File: src/rtl/copy_err_monitor.sv
// -----------------------------------------------------------------------------
// copy_err_monitor
//
// Error-statistics monitor placed directly after a copy-type approximate adder.
// For each accepted sample it recomputes the exact sum A+B. It then forms the
// signed error exact-APPROX. Over a window of 2^N_LOG2 accepted samples it
// accumulates the following metrics:
//   sum_abs_err : sum of |exact-APPROX|
//   max_err     : largest |exact-APPROX|
//   err_count   : samples whose error is nonzero
//   neg_count   : samples where APPROX > exact
// When the window is complete, the results are presented through a
// valid/ready handshake.
//
// Optional feature (macro COPY_ERR_MON_SQ_EN):
//   Adds output sum_sq_err, the sum of |exact-APPROX|^2 over the window.
//
// Ports:
//   clk, rst      clock and asynchronous active-high reset
//   start         begin a new window (honoured in IDLE only)
//   in_valid      sample valid
//   in_ready      sample accepted (high only while collecting)
//   A, B          adder operands
//   APPROX        approximate adder output for this A, B
//   res_valid     result valid, held until res_ready
//   res_ready     result consumed
//   sum_abs_err, max_err, err_count, neg_count [, sum_sq_err]
//                 window metrics; they keep their values in IDLE and are
//                 cleared on the next accepted start
// -----------------------------------------------------------------------------
module copy_err_monitor #(
  parameter int BIT_WIDTH = 8,
  parameter int N_LOG2    = 8
) (
  input  logic                          clk,
  input  logic                          rst,
  input  logic                          start,
  input  logic                          in_valid,
  output logic                          in_ready,
  input  logic [BIT_WIDTH-1:0]          A,
  input  logic [BIT_WIDTH-1:0]          B,
  input  logic [BIT_WIDTH:0]            APPROX,
  output logic                          res_valid,
  input  logic                          res_ready,
  output logic [BIT_WIDTH+N_LOG2:0]     sum_abs_err,
  output logic [BIT_WIDTH:0]            max_err,
  output logic [N_LOG2:0]               err_count,
  output logic [N_LOG2:0]               neg_count
`ifdef COPY_ERR_MON_SQ_EN
  ,
  output logic [2*(BIT_WIDTH+1)+N_LOG2-1:0] sum_sq_err
`endif
);

  localparam int EW = BIT_WIDTH + 1;  // error magnitude width
  localparam int DW = BIT_WIDTH + 2;  // signed difference width
  localparam logic [N_LOG2-1:0] CNT_LAST = '1;

  typedef enum logic [1:0] {
    S_IDLE,
    S_RUN,
    S_DRAIN,
    S_REPORT
  } state_t;

  state_t              state;
  logic [N_LOG2-1:0]   smp_cnt;
  logic                drain_cnt;

  // |d| for a signed difference. The most negative value, -(2^EW - 1),
  // still has a magnitude that fits in EW bits.
  function automatic logic [EW-1:0] abs_err(input logic signed [DW-1:0] d);
    logic signed [DW-1:0] m;
    m = (d < 0) ? -d : d;
    return m[EW-1:0];
  endfunction

  // ---- stage 0: exact sum and signed error (combinational) ----
  logic                  accept;
  logic                  clear;
  logic [EW-1:0]         exact_p0;
  logic signed [DW-1:0]  diff_p0;

  assign accept   = in_valid && in_ready;
  assign clear    = (state == S_IDLE) && start;
  assign exact_p0 = {1'b0, A} + {1'b0, B};
  assign diff_p0  = $signed({1'b0, exact_p0}) - $signed({1'b0, APPROX});

  // Control FSM. in_ready and res_valid are registered. They are updated
  // together with each state change, so each one always matches the state.
  always_ff @(posedge clk or posedge rst) begin
    if (rst) begin
      state     <= S_IDLE;
      smp_cnt   <= '0;
      drain_cnt <= 1'b0;
      in_ready  <= 1'b0;
      res_valid <= 1'b0;
    end else begin
      case (state)
        S_IDLE: begin
          if (start) begin
            state    <= S_RUN;
            smp_cnt  <= '0;
            in_ready <= 1'b1;
          end
        end
        S_RUN: begin
          if (accept) begin
            smp_cnt <= smp_cnt + 1'b1;
            if (smp_cnt == CNT_LAST) begin
              state     <= S_DRAIN;
              in_ready  <= 1'b0;
              drain_cnt <= 1'b0;
            end
          end
        end
        // The last sample sits in stage 1 on the first drain cycle. It is
        // accumulated on the second drain cycle, so results are final when
        // REPORT is entered.
        S_DRAIN: begin
          drain_cnt <= 1'b1;
          if (drain_cnt) begin
            state     <= S_REPORT;
            res_valid <= 1'b1;
          end
        end
        S_REPORT: begin
          if (res_ready) begin
            state     <= S_IDLE;
            res_valid <= 1'b0;
          end
        end
        default: begin
          state     <= S_IDLE;
          in_ready  <= 1'b0;
          res_valid <= 1'b0;
        end
      endcase
    end
  end

  // ---- stage 1: registered error magnitude and sign ----
  logic            vld_p1;
  logic [EW-1:0]   abs_p1;
  logic            neg_p1;

  always_ff @(posedge clk or posedge rst) begin
    if (rst) begin
      vld_p1 <= 1'b0;
      abs_p1 <= '0;
      neg_p1 <= 1'b0;
    end else begin
      vld_p1 <= accept;
      if (accept) begin
        abs_p1 <= abs_err(diff_p0);
        neg_p1 <= (diff_p0 < 0);
      end
    end
  end

  // ---- stage 2: accumulate ----
`ifdef COPY_ERR_MON_SQ_EN
  logic [2*EW-1:0] sq_p1;
  assign sq_p1 = abs_p1 * abs_p1;
`endif

  always_ff @(posedge clk or posedge rst) begin
    if (rst) begin
      sum_abs_err <= '0;
      max_err     <= '0;
      err_count   <= '0;
      neg_count   <= '0;
`ifdef COPY_ERR_MON_SQ_EN
      sum_sq_err  <= '0;
`endif
    end else if (clear) begin
      sum_abs_err <= '0;
      max_err     <= '0;
      err_count   <= '0;
      neg_count   <= '0;
`ifdef COPY_ERR_MON_SQ_EN
      sum_sq_err  <= '0;
`endif
    end else if (vld_p1) begin
      sum_abs_err <= sum_abs_err + {{N_LOG2{1'b0}}, abs_p1};
      if (abs_p1 > max_err) begin
        max_err <= abs_p1;
      end
      err_count   <= err_count + {{N_LOG2{1'b0}}, (abs_p1 != '0)};
      neg_count   <= neg_count + {{N_LOG2{1'b0}}, neg_p1};
`ifdef COPY_ERR_MON_SQ_EN
      sum_sq_err  <= sum_sq_err + {{N_LOG2{1'b0}}, sq_p1};
`endif
    end
  end

endmodule
File: config.mk
export PLATFORM = sky130hd
export DESIGN_NAME = copy_err_monitor
export DESIGN_NICKNAME = d
export VERILOG_FILES = /design/src/rtl/copy_err_monitor.sv
export SDC_FILE = /design/constraint.sdc
export NUM_CORES = 1
export LEC_CHECK = 0
export CAP_MARGIN = 15
export CORE_MARGIN = 1
export CORE_UTILIZATION = 59
export CTS_BUF_LIST = sky130_fd_sc_hd__clkbuf_16
export CTS_CLUSTER_DIAMETER = 100
export DETAILED_ROUTE_END_ITERATION = 7
export PLACE_DENSITY = 0.91
export SYNTH_ARGS = -nofsm -noshare
export SYNTH_HDL_FRONTEND = slang
export SYNTH_SLANG_ARGS = --single-unit
File: constraint.sdc
create_clock -name clk -period 3.74 [get_ports clk]
set_clock_uncertainty 0.1 [all_clocks]
set_input_delay 0.561 -clock clk [delete_from_list [all_inputs] [get_ports clk]]
set_output_delay 0.561 -clock clk [all_outputs]
set_load 0.005 [all_outputs]
==> metrics.md <==
| Metric | Value |
|---|---|
| RR Endpoint | sum_abs_err[10] |
| Yosys Warn Count | 0 |
| Post-synth top area cell | dfrtp_1 |
| Maximum fanout along the worst path | 2 |
| Post-synthesis sequential area ratio | 35.8% |
| Mapped cell area | ~0.0048 mm² |
| Sinks on the clock net | between 60 and 70 |
| CTS clock-pin slew for the worst setup and hold paths | roughly 0.050 ns |
| Io pins | 76 |
| Fin. max-slew vios | 0 |
| IO Port Bufs | 75 |
| CTS H-tree lvls | 3 |
| Post-route DRC | 0 |
| Die height | 91.7 µm |
| Avg WL per Cell | about 15 µm |
| Ant. Diodes | 0 |
| Final ANT Viol Nets | 0 |
| Cell variety after synth | 61 |
| # hold bufs at CTS | 0 |
| Global routing's busiest layer | met2 |
| Placed cell area | ~0.0056 mm² |
| Detail Placement HPWL | a little over 8000 µm |
| Final Core Density | between 70 and 80% |
| Share of the synthesized area in the top cell type | 35.8% |
| Syn nets | 610 |
| Reg2Reg Depth | 8 |
| Largest net degree at the start of global routing | 41 |
| First DRT Iteration DRCs | ~270 |
| Initial Util | 61.2% |
| Vias/cell | roughly 6 |
| Hold path depth | 1 |
| M1 GR Usage | 32.5% |
| Fin crit share | between 90% and 100% |
| Power per cell area | a little under 700 mW/mm² |
| Endpoint, Worst Hold | in_ready |
| CORE AREA | 0.00777 mm² |
| RSZ-0062 raised after global routing | false |
| Worst-margin pin slew | approximately 0.86 ns |
| Max_slew headroom | 42.5% |
| Finish-stage setup viols | 0 |
| GRT met2 Usage | slightly above 50% |
| Setup bufs post-CTS | 0 |
| F_max | approximately 290 MHz |
| Minimum clock period | between 3 and 4 ns |
| Final wirelength | ~11000 µm |
| Min-delay src | in_ready |
| CTS tree | yes |
| GR Util met3 | ~4.6% |
| Area of the multi-input gates | around 0.0028 mm² |
| FF+latch count, synth | a little under 70 |
| Nets | 689 |
| Status | finished clean |
| RePlAce Congestion | ~0.92 |
| Die X | about 92 µm |
| Gr ovfl total | 0 |
| Post-route cell area | approximately 0.006 mm² |
| Area grow syn2layout | 24.3% |
| Syn Area/Cell | 8.92 µm² |
| Worst setup path startpoint | A[1] |
| Crit path DAT | about 3.6 ns |
| Clk_lat worst skew | approximately 0.33 ns |
| Worst Hold Class | flop to flop |
| Reg area | about 0.0017 mm² |
| Vias in the first global route | roughly 4300 |
| Crit. End Element | flop |
| Synth Flop Type | dfrtp_1 |
| Vias post-DR | ~4400 |
| Worst ir drop on vdd | 334 µV |
| Required time worst endpoint | 3.84 ns |
| Fillers | between 500 and 600 |
| Root Buffer | clkbuf_16 |
| Placement Rows | 32 |
| R2r setup slk | between 0.9 and 1 ns |
| Worst r2r src | abs_p1[0] |
| Die ar. | between 0.008 and 0.009 mm² |
| Initial antenna violation count | 0 |
| EDFF count, synth | 0 |
| First-pass detailed-route iteration total | 8 |
| Most frequent cells in the layout | 75 x clkdlybuf4s50_1, 68 x dfrtp_1, 56 x inv_1 |
| Clock Path Buffers | 2 |
| Leakage Power | ~2.7 nW |
| Max-cap violations | 0 |
| Ys async rst share | between 90% and 100% |
| Crit Path Category | input pin to flop |
| Crit start category | input pin |
| GRT Util Overall | ~28% |
| First-pass GRT wire length | roughly 19000 µm |
| Total CTS buffers | 9 |
| Final hold vios | 0 |
| Post-CTS Resized | 0 |
| Share of cells above drive strength 1 | 5.68% |
| Post-Syn Instances | ~530 |
| Area contributors post-synth | dfrtp_1 36%, ha_1 10%, inv_1 4.4%, nor2_1 4.3%, xor2_1 4.2% |
| Commonest non-fill, non-tap cell in the layout | clkdlybuf4s50_1 |
## synthesized netlist by cell type (all sizes together) (2+ instances only)
master,number
a211oi,6
xnor2,6
o21a,8
nor3,8
a31oi,8
nor2,54
a21oi,16
or4,5
ha,38
dfrtp,68
or2,5
mux2i,12
fa,9
inv,56
a22oi,2
nand4,14
and2,3
xor2,23
o21ai,28
nand3,9
nand2,44
o22ai,2
o31ai,17
buf,6
or3,10
a21o,10
nor2b,3
and4,2
clkbuf,12
o211ai,3
nor4b,2
o2111ai,11
and3,4
nor4,3
nand2b,7
## worst max path at each step
stage | endpoint | slack (ns)
2_1_floorplan | abs_p1[7] | 0.47
3_3_place_gp | abs_p1[7] | 0.005
3_5_place_dp | abs_p1[7] | -0.06
4_1_cts | abs_p1[7] | 0.27
5_1_grt | abs_p1[8] | 0.11
6_report | abs_p1[7] | 0.26
## layer usage
layer,up-vias,share of wire (%)
li1,2055,-
met1,2087,40
met2,191,52
met3,45,5.2
met4,0,3.6
met5,-,0
## flip-flops by register name, summed over array words and instances (netlist names)
register	cells
max_err	9
sum_abs_err	17
in_ready	1
res_valid	1
neg_p1	1
abs_p1	9
neg_count	9
drain_cnt	1
smp_cnt	8
vld_p1	1
state	2
err_count	9
## cell families (layout without fill, tap and decap cells)
family / count (synthesis) / in the layout / synth area share, %
muxes: 13 / 13 / 2.76
buffers and inverters: 75 / 158 / 6.11
and+or+nand+nor: 175 / 175 / 18.0
xor gates and xnor gates: 29 / 29 / 5.34
adders and majority gates: 47 / 47 / 13.8
DFF: 68 / 68 / 35.8
AOI/OAI and AO/OA: 126 / 126 / 18.1
## through the flow
step / setup slack (ns) / TNS (ns) / power [W] / std cells / hold slack [ns]
2_1_floorplan: 0.465 / 0 / 0.00250 / 533 / 0.354
4_1_cts: 0.268 / 0 / 0.00395 / 718 / 0.409
6_report: 0.257 / 0 / 0.00398 / 718 / 0.408
5_1_grt: 0.110 / 0 / 0.00428 / 718 / 0.426
3_5_place_dp: -0.0622 / -0.0622 / 0.00318 / 703 / 0.397
3_3_place_gp: 0.00488 / 0 / 0.00305 / 703 / 0.388
## area by class of cell
cell class,instances,area share (%)
well taps,102,2.16
clock inverters,6,0.572
multi-input cells,390,46.7
repair buffers,86,14.3
clock buffers,9,3.81
flip-flops and latches,68,28.8
inverters,57,3.62
## critical path, cell delays in order
cell	delay, ns
clkdlybuf4s50_1	0.46
inv_1	0.05
fa_1	0.55
inv_1	0.05
ha_1	0.30
a21o_1	0.19
and4_2	0.25
o32a_1	0.35
or4b_4	0.49
o2111ai_1	0.23
o211ai_2	0.10
## power breakdown
group / switching (W) / internal, W / total (W) / leakage (nW)
Sequential: 0.000241 / 0.000943 / 0.00118 / 0.896
Combinational: 0.00113 / 0.000929 / 0.00205 / 1.68
Clock: 0.000300 / 0.000438 / 0.000737 / 0.128
Total: 0.00167 / 0.00231 / 0.00398 / 2.70
(Power assumes the default switching activity.)
